$ cat config.mk
export PLATFORM = sky130hd
export DESIGN_NAME = fpu_ss_mem_meta_buffer
export DESIGN_NICKNAME = d
export VERILOG_FILES = /design/src/rtl/fpu_ss_mem_meta_buffer.sv
export SDC_FILE = /design/constraint.sdc
export NUM_CORES = 1
export LEC_CHECK = 0
export BUFFER_PORTS_ARGS = -buffer_cell sky130_fd_sc_hd__buf_2
export CORE_ASPECT_RATIO = 1.2
export CORE_MARGIN = 5
export CORE_UTILIZATION = 52
export CTS_BUF_LIST = sky130_fd_sc_hd__clkbuf_2
export DETAILED_ROUTE_END_ITERATION = 10
export GPL_TIMING_DRIVEN = 0
export HOLD_SLACK_MARGIN = 0.02
export PLACE_DENSITY = 0.76
export RECOVER_POWER = 100
export SETUP_SLACK_MARGIN = 0.15
export SYNTH_ARGS = -nofsm -noshare
export SYNTH_HDL_FRONTEND = slang
export SYNTH_SLANG_ARGS = --single-unit
$ cat constraint.sdc
create_clock -name clk_i -period 2.02 [get_ports clk_i]
set_input_delay 0.303 -clock clk_i [delete_from_list [all_inputs] [get_ports clk_i]]
set_output_delay 0.303 -clock clk_i [all_outputs]
set_load 0.01 [all_outputs]
$ cat src/rtl/fpu_ss_mem_meta_buffer.sv
// Metadata FIFO ({rd, we, id}) between the FPU subsystem controller and the X-interface memory channel.
// Optional same-cycle bypass when empty: define FPU_SS_MEM_BUF_FALLTHROUGH_EN.
module fpu_ss_mem_meta_buffer #(
  parameter int unsigned DEPTH    = 4,
  parameter int unsigned ID_WIDTH = 4
) (
  input  logic                       clk_i,
  input  logic                       rst_ni,
  input  logic                       flush_i,
  input  logic                       push_valid_i,
  output logic                       push_ready_o,
  input  logic [4:0]                 push_rd_i,
  input  logic                       push_we_i,
  input  logic [ID_WIDTH-1:0]        push_id_i,
  output logic                       pop_valid_o,
  input  logic                       pop_ready_i,
  output logic [4:0]                 pop_rd_o,
  output logic                       pop_we_o,
  output logic [ID_WIDTH-1:0]        pop_id_o,
  input  logic [ID_WIDTH-1:0]        result_id_i,
  output logic [$clog2(DEPTH+1)-1:0] usage_o,
  output logic                       full_o,
  output logic                       empty_o,
  output logic                       err_id_o,
  output logic                       err_underflow_o
);

  localparam int unsigned PTR_W = (DEPTH > 1) ? $clog2(DEPTH) : 1;
  localparam int unsigned CNT_W = $clog2(DEPTH + 1);
  localparam logic [PTR_W-1:0] PTR_LAST = PTR_W'(DEPTH - 1);
  localparam logic [CNT_W-1:0] CNT_FULL = CNT_W'(DEPTH);

  logic [4:0]          rd_mem_q [DEPTH];
  logic [4:0]          rd_mem_d [DEPTH];
  logic                we_mem_q [DEPTH];
  logic                we_mem_d [DEPTH];
  logic [ID_WIDTH-1:0] id_mem_q [DEPTH];
  logic [ID_WIDTH-1:0] id_mem_d [DEPTH];

  logic [PTR_W-1:0] wr_ptr_q, wr_ptr_d;
  logic [PTR_W-1:0] rd_ptr_q, rd_ptr_d;
  logic [CNT_W-1:0] count_q, count_d;
  logic             err_id_q, err_id_d;
  logic             err_underflow_q, err_underflow_d;

  logic push_hs, pop_hs, bypass, store, head_pop;

  assign empty_o         = (count_q == '0);
  assign full_o          = (count_q == CNT_FULL);
  assign usage_o         = count_q;
  assign push_ready_o    = ~full_o;
  assign err_id_o        = err_id_q;
  assign err_underflow_o = err_underflow_q;

`ifdef FPU_SS_MEM_BUF_FALLTHROUGH_EN
  // When empty the incoming entry is presented as head in the same cycle.
  always_comb begin
    pop_valid_o = 1'b1;
    pop_rd_o    = rd_mem_q[rd_ptr_q];
    pop_we_o    = we_mem_q[rd_ptr_q];
    pop_id_o    = id_mem_q[rd_ptr_q];
    if (empty_o) begin
      pop_valid_o = push_valid_i;
      pop_rd_o    = push_rd_i;
      pop_we_o    = push_we_i;
      pop_id_o    = push_id_i;
    end
  end
  assign bypass = empty_o & push_valid_i & pop_ready_i;
`else
  assign pop_valid_o = ~empty_o;
  assign pop_rd_o    = rd_mem_q[rd_ptr_q];
  assign pop_we_o    = we_mem_q[rd_ptr_q];
  assign pop_id_o    = id_mem_q[rd_ptr_q];
  assign bypass      = 1'b0;
`endif

  assign push_hs  = push_valid_i & push_ready_o;
  assign pop_hs   = pop_valid_o & pop_ready_i;
  assign store    = push_hs & ~bypass;
  assign head_pop = pop_hs & ~empty_o;

  always_comb begin
    rd_mem_d        = rd_mem_q;
    we_mem_d        = we_mem_q;
    id_mem_d        = id_mem_q;
    wr_ptr_d        = wr_ptr_q;
    rd_ptr_d        = rd_ptr_q;
    count_d         = count_q;
    err_id_d        = err_id_q;
    err_underflow_d = err_underflow_q;

    if (flush_i) begin
      wr_ptr_d        = '0;
      rd_ptr_d        = '0;
      count_d         = '0;
      err_id_d        = 1'b0;
      err_underflow_d = 1'b0;
    end else begin
      if (store) begin
        rd_mem_d[wr_ptr_q] = push_rd_i;
        we_mem_d[wr_ptr_q] = push_we_i;
        id_mem_d[wr_ptr_q] = push_id_i;
        wr_ptr_d = (wr_ptr_q == PTR_LAST) ? '0 : wr_ptr_q + PTR_W'(1);
      end
      if (head_pop) begin
        rd_ptr_d = (rd_ptr_q == PTR_LAST) ? '0 : rd_ptr_q + PTR_W'(1);
      end
      case ({store, head_pop})
        2'b10:   count_d = count_q + CNT_W'(1);
        2'b01:   count_d = count_q - CNT_W'(1);
        default: count_d = count_q;
      endcase
      if (pop_hs && (result_id_i != pop_id_o)) begin
        err_id_d = 1'b1;
      end
      if (pop_ready_i && !pop_valid_o) begin
        err_underflow_d = 1'b1;
      end
    end
  end

  always_ff @(posedge clk_i or negedge rst_ni) begin
    if (!rst_ni) begin
      for (int unsigned i = 0; i < DEPTH; i++) begin
        rd_mem_q[i] <= '0;
        we_mem_q[i] <= 1'b0;
        id_mem_q[i] <= '0;
      end
      wr_ptr_q        <= '0;
      rd_ptr_q        <= '0;
      count_q         <= '0;
      err_id_q        <= 1'b0;
      err_underflow_q <= 1'b0;
    end else begin
      rd_mem_q        <= rd_mem_d;
      we_mem_q        <= we_mem_d;
      id_mem_q        <= id_mem_d;
      wr_ptr_q        <= wr_ptr_d;
      rd_ptr_q        <= rd_ptr_d;
      count_q         <= count_d;
      err_id_q        <= err_id_d;
      err_underflow_q <= err_underflow_d;
    end
  end

endmodule

After elaboration in Yosys (flattened, before gate mapping)
Cells that the tools add are included.
W data, S select, Z words.

word-level totals
  bits of input ports = 19
  word-level logic and storage cells = 78
  bits in registers = 49

cells by class
  magnitude comparators = 3
  multiplexer cells = 30
  bitwise gates (word level) = 8
  reduce and logical (&&, ||, !) cells = 10
  add/sub/neg operators = 4
  equality and inequality tests = 6

operators by type and width
  operator               number
  $bwmux W20             1
  $bwmux W16             1
  $mux W5                3
  $mux W2                6
  $mux W4                3
  $bmux W5 S2            1
  $demux W5 S2           1
  $bmux W4 S2            1
  $demux W4 S2           1
  $reduce_bool A2 Y1     4
  $mux W1                7
  $eq A2 B2 Y1 const B   3
  $ge A3 B3 Y1 const B   2
  $not A2 Y3             2
  $pmux W3 S2            1
  $add A2 B1 Y2 const B  2
  $bwmux W4              1
  $ne A4 B4 Y1           1
  $add A3 B1 Y3 const B  1
  $and A1 B1 Y1          3
  $eq A3 B3 Y1 const B   1
  $logic_and A1 B1 Y1    3
  $logic_not A3 Y1       1
  $lt A3 B1 Y1 const B   1
  8 further kinds        10

Logic depth before layout (Yosys ltp)
Gate-level depths: netlist of the first run.

  word-level depth = 8
  depth in mapped cells = 7
  mapped depth without buffers = 6

Least setup slack after synthesis of the first run
Ideal clock, no wire load.

  path kind = register to register
  start point = register count_q[0], in the netlist usage_o[0]
  end point = register count_q[2], in the netlist usage_o[2]
  library setup time = 0.126 ns
  stages on the path, launching flop included = 8
  path slack = -0.047 ns
  data arrival time = 1.941 ns
  cell sequence = dfrtp_1 or3b_1 buf_4 a21oi_1 fa_1 and4_2 o21ai_0 nor3b_1

between the ends
  elaborated cells on any way between the ends = 14
  classes of those cells = add/sub: 2; eq/ne: 3; mux: 2; bitwise: 5; reduce/logical: 2

RTL lines
  element                                       line  text
  start, declared                               42    logic [CNT_W-1:0] count_q, count_d;
  start signal, assigned                        141   count_q <= count_d;
  $eq A3 B3 Y1 (*)                              49    assign full_o = (count_q == CNT_FULL);
  $not A1 Y1 (*)                                51    assign push_ready_o = ~full_o;
  net push_ready_o                              11    output logic push_ready_o,
  $and A1 B1 Y1 (*)                             78    assign push_hs = push_valid_i & push_ready_o;
  $eq A2 B1 Y1 or $eq A2 B2 Y1 (tied branches)  109   case ({store, head_pop})
  $pmux W3 S2                                   109
  $mux W3                                       93    if (flush_i) begin

Mark *: on every way through the listed nets, which the timed path passes. The rest lies on a longest branch.
A chain may end at the register's enable or synchronous reset.

Worst setup path in the final report of the first run
  start point = register count_q[2], in the netlist usage_o[2]
  end point = register count_q[2], in the netlist usage_o[2]

between the ends
  cells in the longest elaborated chain, start to end = 7
  elaborated cells on any way between the ends = 14
  classes of those cells = add/sub: 2; eq/ne: 3; mux: 2; bitwise: 5; reduce/logical: 2

ends and longest elaborated chain
  element                                       line    text
  $logic_not A3 Y1                              48      assign empty_o = (count_q == '0);
  $not A1 Y1                                    71, 81
  $and A1 B1 Y1                                 79      assign pop_hs = pop_valid_o & pop_ready_i;
  $and A1 B1 Y1                                 81      assign head_pop = pop_hs & ~empty_o;
  $eq A2 B1 Y1 or $eq A2 B2 Y1 (tied branches)  109
  $pmux W3 S2                                   109
  $mux W3                                       93

Parallel ways exist; a longest one is shown, timed or not.

==> impl_metrics.env, run 1 <==
export IMPL_stdcell_area_um2=2922
export IMPL_hold_viol=0
export IMPL_setup_ws_ns=-0.01654
export IMPL_synthCells=154
export IMPL_syn_to_final_growth_pct=26.76
export IMPL_worstPathRequired_ns=2.34
export IMPL_r2r_slack_ns=-0.02
export IMPL_routed_wl_met3_um=250
export IMPL_maxCapViolations=0
export IMPL_drt_met1_wl_um=2028
export IMPL_track_usage_pct=17.93
export IMPL_numClockSinks=49
export IMPL_power_switching_w=0.001296
export IMPL_drc=0
export IMPL_die_y_um=82.93
export IMPL_wl_per_cell_um=18.82
export IMPL_postSynthAreaPerCell_um2=14.97
export IMPL_grt_remaining_overflow=0
export IMPL_path_clk_slew_ns=0.27
export IMPL_synthTopCellsByArea="dfrtp_1 (53%), mux2_2 (19%), mux4_2 (9.8%)"
export IMPL_nets=241
export IMPL_finalCritPeriodShare_pct=100.8
export IMPL_worstPathMaxFanout=6
export IMPL_core_area_um2=4262
export IMPL_start_util_pct=54.08
export IMPL_place_area_um2=2582
export IMPL_antenna_cells=0
export IMPL_cts_tree="yes"
export IMPL_ys_ff_latch=49
export IMPL_wirelength_um=5138
export IMPL_holdWs_ns=0.07642
export IMPL_wl_met2_um=2750
export IMPL_peakVddDrop_mv=0.8602
export IMPL_grt_pass1_wl_um=8369
export IMPL_top_layer_used="met4"
export IMPL_worst_pin_slew_ns=1.202
export IMPL_finalSetupViolCount=2
export IMPL_grt_antenna_before_repair=0
export IMPL_io_buffers=36
export IMPL_p_leak_nw=1.375
export IMPL_p_int_w=0.002609
export IMPL_drv_slew=0
export IMPL_dp_hpwl_um=3227
export IMPL_firstDrtPassIters=4
export IMPL_regToRegStartpoint="usage_o[2]"
export IMPL_cp_end_kind="register"
export IMPL_skew_ns=0.02886
export IMPL_cts_root_buffer="clkbuf_2"
export IMPL_slew_headroom_pct=19.86
export IMPL_violations="negative setup slack"
export IMPL_clockPowerShare_pct=10.3
export IMPL_syn_nets=179
export IMPL_viasPerCell=5.630
export IMPL_timing_fmax_mhz=491.0
export IMPL_combPwrFrac_pct=48.8
export IMPL_grt_max_degree=50
export IMPL_rr_endpoint="usage_o[2]"
export IMPL_insertion_delay_ns=0.43
export IMPL_clk_path_buf_depth=2
export IMPL_power_density_nw_per_um2=1337
export IMPL_yosysTopAreaCell="dfrtp_1"
export IMPL_htreeDepth=2
export IMPL_cts_buffers=5
export IMPL_arrival_ns=2.36
export IMPL_drtIter0Drc=77
export IMPL_dieArea_um2=5869
export IMPL_layout_drive_gt1_share_pct=60.37
export IMPL_seqPwrFrac_pct=40.9
export IMPL_reg2reg_depth=7
export IMPL_io_pins=38
export IMPL_ctsHoldBuffers=0
export IMPL_yosysUniqueCellTypes=28
export IMPL_fp_dieW_um=70.78
export IMPL_num_rows=26
export IMPL_synth_top_cell_area_share_pct=53.20
export IMPL_status="finished, violations left"
export IMPL_vias=1537
export IMPL_critPathKind="reg2reg"
export IMPL_grt_pass1_vias=1676
export IMPL_yosysSeqAreaShare_pct=53.20
export IMPL_netlist_area_um2=2305
export IMPL_hold_path_class="in2async"
export IMPL_gp_congestion=0.7197
export IMPL_ant_nets=0
export IMPL_switching_share_pct=33.19
export IMPL_startpoint_type="register"
export IMPL_grt_setup_unrepaired="true"
export IMPL_final_period_minus_worst_setup_slack_ns=2.037
export IMPL_yosys_warnings=0
==> cell families (layout without fill, tap and decap cells) <==
| kind of cell | after synthesis | count (layout) | synth area share [%] |
|---|---|---|---|
| simple gates | 22 | 22 | 6.298 |
| xor+xnor | 5 | 5 | 1.900 |
| flops | 49 | 49 | 53.20 |
| fa+ha+maj | 6 | 6 | 3.583 |
| compound gates | 12 | 12 | 3.366 |
| mux | 51 | 51 | 29.75 |
| buf+inv | 9 | 72 | 1.900 |
==> cells in the mapped netlist (all sizes together) <==
cell / n
nor3: 4
nor3b: 2
or3b: 2
buf: 4
mux2i: 1
nor2: 4
fa: 1
or3: 1
o21ai: 2
ha: 5
inv: 5
a211oi: 1
mux2: 40
and3: 1
and4: 1
o31ai: 1
dfrtp: 49
xnor2: 5
o21a: 1
a41o: 1
mux4: 10
nand3: 1
a21oi: 6
nand2: 6
==> final cells by class <==
cell class	instances	area, um^2
sequential	49	1230
clock buffer	6	30.03
fill	308	1340
buffer	4	43.79
inverter	5	18.77
clock inverter	2	15.01
tap	56	70.07
multi-input combinational	96	1124
timing repair buffer	55	390.4
==> sequential cells by signal, summed over array words and instances (netlist names) <==
register and flops:
id_mem_q 16, err_id_o 1, wr_ptr_q 2, err_underflow_o 1, rd_mem_q 20, usage_o 3
rd_ptr_q 2, we_mem_q 4
==> per-stage QoR <==
stage                     TNS (ns)  total power, W  setup slack [ns]  util (%)  std cells
after floorplan                  0        0.002576            0.1204         -        154
after global placement           0        0.002926            0.1072     60.60        246
after detailed placement  -0.02028        0.003050          -0.02028     60.60        246
after CTS                 -0.03734        0.003826          -0.02013     67.20        267
after global routing        -1.212        0.004163          -0.09449     68.56        273
final                     -0.01805        0.003905          -0.01654     68.56        273
==> power by group through the flow <==
stage          sequential [W]  clock, W  combinational (W)
2_1_floorplan         0.00157         0            0.00100
5_1_grt               0.00164  0.000451            0.00207
6_report              0.00160  0.000402            0.00190
4_1_cts               0.00159  0.000412            0.00182
3_5_place_dp          0.00163         0            0.00142
3_3_place_gp          0.00158         0            0.00134
==> worst max-delay path, cell delays in order, from the launching register on <==
cell	delay, ns
dfrtp_1	0.54
or3b_1	0.40
buf_6	0.15
a21oi_4	0.16
fa_2	0.26
and4_4	0.25
o21ai_2	0.05
nor3b_2	0.15
==> worst max-delay path by stage <==
stage | start | end | slack (ns) | cells past startpoint
2_1_floorplan | usage_o[0] | usage_o[2] | 0.12 | 7
3_5_place_dp | usage_o[0] | usage_o[2] | -0.02 | 6
5_1_grt | usage_o[0] | usage_o[1] | -0.09 | 7
6_report | usage_o[2] | usage_o[2] | -0.02 | 7
4_1_cts | rd_ptr_q[0] | pop_id_o[3] | -0.02 | 3
3_3_place_gp | usage_o[0] | rd_mem_q[7] | 0.11 | 6
==> layout by cell type, fill, tap and decap left out, types with 3 or more instances in the layout <==
cell and count:
buf_6 12, buf_2 21, nor3_1 3, clkbuf_1 5
dfrtp_1 46, nand2_4 4, clkbuf_2 9, ha_1 5
mux2_4 3, dfrtp_2 3, nor2_1 4, buf_4 16
mux2_2 35, mux4_2 10, inv_1 4, xnor2_1 5
a21oi_1 4
==> routing by layer <==
layer  track usage, %  vias up
met5                0        -
li1                 -      682
met2            30.63       45
met1            22.18      799
met4            6.325        0
met3            3.865       11
==> repair_timing <==
action	4_1_cts	5_1_grt
pin swaps	7	8
endpoints found under the hold margin	0	0
setup buffers	13	6
resized for setup	30	15
endpoints found under the setup margin	57	39
Note: power is estimated with default switching activity, not from simulation.
==> run 2, diff against run 1 <==
Settings changed: REMOVE_ABC_BUFFERS from default to 1.
==> run 2 against run 1 <==
Against the previous run:
- the run still ends with negative setup slack left
- clock power rose by 23%
- highest routed layer unchanged
- register-to-register slack better by 0.06 ns
- worst hold slack better by 0.0024 ns
- critical endpoint is now pop_id_o[1]
- maximum frequency grew 0.42%
- non-clock buffer count shrank 1
- critical path depth is 4 lower
==> impl_metrics.env, run 2 (same netlist as run 1, synthesis figures left out) <==
export IMPL_regToRegStartpoint="usage_o[0]"
export IMPL_insertion_delay_ns=0.41
export IMPL_fp_dieW_um=70.78
export IMPL_setup_ws_ns=-0.008125
export IMPL_grt_max_degree=50
export IMPL_die_y_um=82.93
export IMPL_multi_input_area_um2=1160
export IMPL_cts_buffers=5
export IMPL_violations="negative setup slack"
export IMPL_drtIter0Drc=48
export IMPL_grt_setup_unrepaired="true"
export IMPL_layout_common_cells="dfrtp_1 (45), mux2_2 (38), buf_2 (26)"
export IMPL_power_density_nw_per_um2=1375
export IMPL_critPathKind="reg2out"
export IMPL_skew_ns=0.009528
export IMPL_path_clk_slew_ns=0.23
export IMPL_mostFrequentLayoutCell="dfrtp_1"
export IMPL_worstPathMaxFanout=4
export IMPL_startpoint_type="register"
export IMPL_cp_slowest_stage_delay_ns=0.54
export IMPL_slew_headroom_pct=20.61
export IMPL_crit_chain="buf_6 > mux4_2 > buf_6"
export IMPL_finalSetupViolCount=1
export IMPL_clk_path_buf_depth=2
export IMPL_dieArea_um2=5869
export IMPL_layout_drive_gt1_share_pct=63.26
export IMPL_io_pins=38
export IMPL_io_buffers=37
export IMPL_utilization_pct=69.99
export IMPL_final_period_minus_worst_setup_slack_ns=2.028
export IMPL_power_total_w=0.004102
export IMPL_antenna_cells=0
export IMPL_cpMaxStageDelayCell="mux4_2"
export IMPL_fillCellCount=291
export IMPL_drv_slew=0
export IMPL_worstPathRequired_ns=1.72
export IMPL_cpMostUsedCell="buf_6"
export IMPL_grt_pass1_vias=1677
export IMPL_crit_end="pop_id_o[1]"
export IMPL_cts_tree="yes"
export IMPL_ctsHoldBuffers=0
export IMPL_maxCapViolations=0
export IMPL_r2r_slack_ns=0.04
export IMPL_htreeDepth=2
export IMPL_peakVddDrop_mv=0.6900
export IMPL_dp_hpwl_um=3266
export IMPL_hold_viol=0
export IMPL_grt_antenna_before_repair=0
export IMPL_start_util_pct=54.08
export IMPL_rr_endpoint="usage_o[2]"
export IMPL_grt_remaining_overflow=0
export IMPL_firstDrtPassIters=4
export IMPL_nets=240
export IMPL_grt_pass1_wl_um=8431
export IMPL_numClockSinks=49
export IMPL_wl_per_cell_um=19.17
export IMPL_reg2reg_depth=6
export IMPL_setup_tns_final_ns=-0.008125
export IMPL_wirelength_um=5196
export IMPL_finalCritPeriodShare_pct=100.4
export IMPL_num_rows=26
export IMPL_ant_nets=0
export IMPL_arrival_ns=1.73
export IMPL_top_register="rd_mem_q"
export IMPL_worst_pin_slew_ns=1.191
export IMPL_vias=1507
export IMPL_startpoint="rd_ptr_q[0]"
export IMPL_cp_end_kind="primary output"
export IMPL_hold_path_class="in2async"
export IMPL_syn_to_final_growth_pct=29.42
export IMPL_core_area_um2=4262
export IMPL_gp_congestion=0.8224
export IMPL_holdWs_ns=0.07884
export IMPL_seq_area_um2=1234
export IMPL_cts_root_buffer="clkbuf_2"
export IMPL_track_usage_pct=18.46
export IMPL_viasPerCell=5.561
export IMPL_timing_fmax_mhz=493.1
export IMPL_largestRegisters="rd_mem_q: 20 flops, id_mem_q: 16 flops, we_mem_q: 4 flops"
export IMPL_drc=0
export IMPL_largest_reg_flops=20
export IMPL_p_leak_nw=1.353
export IMPL_status="finished, violations left"
-- run 2: metrics by stage --
step / cell area [um^2] / setup WS [ns] / instances
2_1_floorplan: 2280 / -0.06548 / 150
3_3_place_gp: 2535 / -0.1828 / 243
3_5_place_dp: 2535 / -0.2814 / 243
4_1_cts: 2890 / -0.02130 / 268
5_1_grt: 2983 / -0.08448 / 271
6_report: 2983 / -0.008125 / 271
-- run 2: report_power, final --
part	leakage (nW)	internal [W]	total, W	switching (W)
Combinational	0.699	0.00120	0.00199	0.000793
Clock	0.0388	0.000201	0.000496	0.000295
Sequential	0.615	0.00138	0.00161	0.000235
-- run 2: how the worst min path moves through the flow --
stage,startpoint,endpoint,slack (ns),depth (start not counted)
CTS,rst_ni,err_id_o,0.06,1
finish,rst_ni,err_id_o,0.08,1
detailed placement,id_mem_q[12],id_mem_q[12],0.48,1
global placement,id_mem_q[12],id_mem_q[12],0.47,1
global route,push_id_i[0],id_mem_q[12],0.11,2
floorplan,rst_ni,err_id_o,0.007,0
-- run 2: final cells by class --
cell class                      instances  share of cell area, %
Sequential cell                        49                  41.36
Inverter                                5                 0.7131
Clock buffer                            5                 0.8389
Multi-Input combinational cell         96                  38.88
Tap cell                               56                  2.349
Clock inverter                          2                  1.174
Timing Repair Buffer                   58                  14.68
-- run 2: metal layers --
metal	GRT usage, %	part of all wire [%]
met3	4.589	4.3
met4	9.231	1.4
met1	21.95	41
met5	0	0
met2	30.72	53
-- run 2: repair_timing --
| item | CTS | global route |
|---|---|---|
| buffers inserted | 18 | 3 |
| setup endpoints to repair | 57 | 35 |
| hold endpoints to repair | 0 | 0 |
| pin swaps | 7 | 12 |
| gates resized for setup | 33 | 15 |
-- run 2: worst max-delay path: cells and delay by family, from the launching register on --
family   cells  cell delay (ns)
flops        1             0.49
buf+inv      2             0.28
mux          1             0.54
==> run 3, diff against run 2 <==
Settings changed: CELL_PAD_IN_SITES_DETAIL_PLACEMENT from default to 2, CELL_PAD_IN_SITES_GLOBAL_PLACEMENT from default to 2, CORE_UTILIZATION 52 to 37, PLACE_DENSITY 0.76 to 0.77.
==> run 3 against run 2 <==
Against the previous run:
- the flow still finishes with violations (negative setup slack)
- wire length is 30% higher
- critical endpoint is now usage_o[2]
- register-to-register slack worse by 0.06 ns
- core utilization is 17 points lower
- sequential share of layout area fell by 2.7 points
- sequential cell count did not move
==> impl_metrics.env, run 3 (same netlist as run 1, synthesis figures left out) <==
export IMPL_startpoint_type="register"
export IMPL_wirelength_um=6733
export IMPL_stdcell_area_um2=3192
export IMPL_setup_ws_ns=-0.02422
export IMPL_switching_share_pct=33.31
export IMPL_grt_antenna_before_repair=0
export IMPL_top_register="rd_mem_q"
export IMPL_power_switching_w=0.001468
export IMPL_grt_pass1_wl_um=9936
export IMPL_slew_headroom_pct=18.26
export IMPL_final_cells=303
export IMPL_nets=245
export IMPL_seqPwrFrac_pct=37.6
export IMPL_core_area_um2=6051
export IMPL_dieArea_um2=7914
export IMPL_finalCritPeriodShare_pct=101.2
export IMPL_vias=1545
export IMPL_timing_fmax_mhz=489.2
export IMPL_htreeDepth=2
export IMPL_path_clk_slew_ns=0.24
export IMPL_clk_path_buf_depth=2
export IMPL_skew_ns=0.01543
export IMPL_rr_endpoint="usage_o[2]"
export IMPL_largestRegisters="rd_mem_q: 20 flops, id_mem_q: 16 flops, we_mem_q: 4 flops"
export IMPL_insertion_delay_ns=0.41
export IMPL_grt_remaining_overflow=0
export IMPL_startpoint="usage_o[0]"
export IMPL_layout_common_cells="dfrtp_1 (44), buf_2 (27), mux2_4 (20), mux2_2 (20)"
export IMPL_cpMaxStageDelayCell="dfrtp_2"
export IMPL_cp_end_kind="register"
export IMPL_peakVddDrop_mv=0.6614
export IMPL_cts_buffers=5
export IMPL_io_buffers=37
export IMPL_crit_buf_inv=1
export IMPL_viasPerCell=5.099
export IMPL_p_leak_nw=1.490
export IMPL_cts_root_buffer="clkbuf_2"
export IMPL_worstPathMaxFanout=4
export IMPL_crit_chain="buf_12 > o31ai_4 > a21oi_4 > fa_2 > a211oi_4 > o21ai_2 > nor3b_2"
export IMPL_layout_drive_gt1_share_pct=66.52
export IMPL_die_y_um=96.46
export IMPL_power_total_w=0.004408
export IMPL_worst_pin_slew_ns=1.226
export IMPL_drv_slew=0
export IMPL_gp_congestion=0.6388
export IMPL_arrival_ns=2.37
export IMPL_maxCapViolations=0
export IMPL_critical_path_top_delay_family="compound AO/OA/AOI/OAI gates"
export IMPL_reg2reg_depth=7
export IMPL_firstDrtPassIters=3
export IMPL_track_usage_pct=17.35
export IMPL_combPwrFrac_pct=50.7
export IMPL_hold_path_class="in2async"
export IMPL_crit_cells=7
export IMPL_antenna_cells=0
export IMPL_wl_per_cell_um=22.22
export IMPL_cp_slowest_stage_delay_ns=0.51
export IMPL_finalSetupViolCount=3
export IMPL_io_pins=38
export IMPL_violations="negative setup slack"
export IMPL_power_density_nw_per_um2=1381
export IMPL_num_rows=31
export IMPL_ant_nets=0
export IMPL_p_int_w=0.002939
export IMPL_place_area_um2=2567
export IMPL_critPathKind="reg2reg"
export IMPL_start_util_pct=38.09
export IMPL_seq_area_um2=1235
export IMPL_r2r_slack_ns=-0.02
export IMPL_regToRegStartpoint="usage_o[0]"
export IMPL_syn_to_final_growth_pct=38.49
export IMPL_status="finished, violations left"
export IMPL_fp_dieW_um=82.05
export IMPL_grt_setup_unrepaired="true"
export IMPL_dp_hpwl_um=3955
export IMPL_fillCellCount=582
export IMPL_mostFrequentLayoutCell="dfrtp_1"
export IMPL_drtIter0Drc=33
export IMPL_placedCellCount=269
export IMPL_worstPathRequired_ns=2.35
export IMPL_grt_pass1_vias=1830
export IMPL_grt_max_degree=50
export IMPL_final_period_minus_worst_setup_slack_ns=2.044
export IMPL_hold_viol=0
export IMPL_drc=0
export IMPL_crit_end="usage_o[2]"
export IMPL_cts_tree="yes"
export IMPL_numClockSinks=49
export IMPL_largest_reg_flops=20
export IMPL_clockPowerShare_pct=11.6
export IMPL_multi_input_area_um2=1296
-- run 3: area by class of cell --
cell class / instances / area share, %
clock buffer: 6 / 0.9408
clock inverter: 2 / 1.058
inverter: 5 / 0.6664
multi-input combinational: 99 / 40.61
sequential: 49 / 38.69
tap: 82 / 3.214
timing repair buffer: 60 / 14.82
-- run 3: routing by layer --
metal | global-route usage, % | up-vias | routed length, um
li1 | - | 697 | -
met1 | 18.87 | 816 | 2548
met2 | 33.02 | 26 | 3941
met3 | 3.989 | 6 | 188
met4 | 4.986 | 0 | 55
met5 | 0 | - | 0
-- run 3: through the flow --
stage | hold WS (ns) | setup slack (ns) | utilization [%] | TNS [ns]
detailed placement | 0.4914 | -0.4362 | 42.43 | -1.794
CTS | 0.07416 | -0.04521 | 49.26 | -0.1494
global route | 0.1051 | -0.1092 | 52.75 | -1.024
floorplan | 0.007409 | -0.06548 | - | -0.08850
finish | 0.1024 | -0.02422 | 52.75 | -0.03513
global placement | 0.4701 | -0.2657 | 42.43 | -0.3902
-- run 3: power by group through the flow --
stage / combinational, W / sequential, W / clock, W
5_1_grt: 0.00239 / 0.00171 / 0.000572
2_1_floorplan: 0.000934 / 0.00159 / 0
4_1_cts: 0.00192 / 0.00165 / 0.000525
3_5_place_dp: 0.00137 / 0.00169 / 0
3_3_place_gp: 0.00128 / 0.00162 / 0
6_report: 0.00224 / 0.00166 / 0.000513
-- run 3: worst min path at each step --
stage / start / end / slack [ns] / cells after the start
CTS: rst_ni / wr_ptr_q[1] / 0.07 / 1
finish: rst_ni / rd_mem_q[12] / 0.10 / 1
global route: push_id_i[0] / id_mem_q[12] / 0.11 / 2
floorplan: rst_ni / err_id_o / 0.007 / 0
detailed placement: id_mem_q[13] / id_mem_q[13] / 0.49 / 1
global placement: id_mem_q[12] / id_mem_q[12] / 0.47 / 1
-- run 3: what timing repair did --
| action | CTS | global route |
|---|---|---|
| endpoints found under the setup margin | 58 | 56 |
| hold buffers | 0 | 0 |
| pin swaps | 5 | 11 |
| hold endpoints to repair | 0 | 0 |
| setup buffers | 13 | 10 |
| resized for setup | 51 | 25 |
| cloned | 1 | 2 |
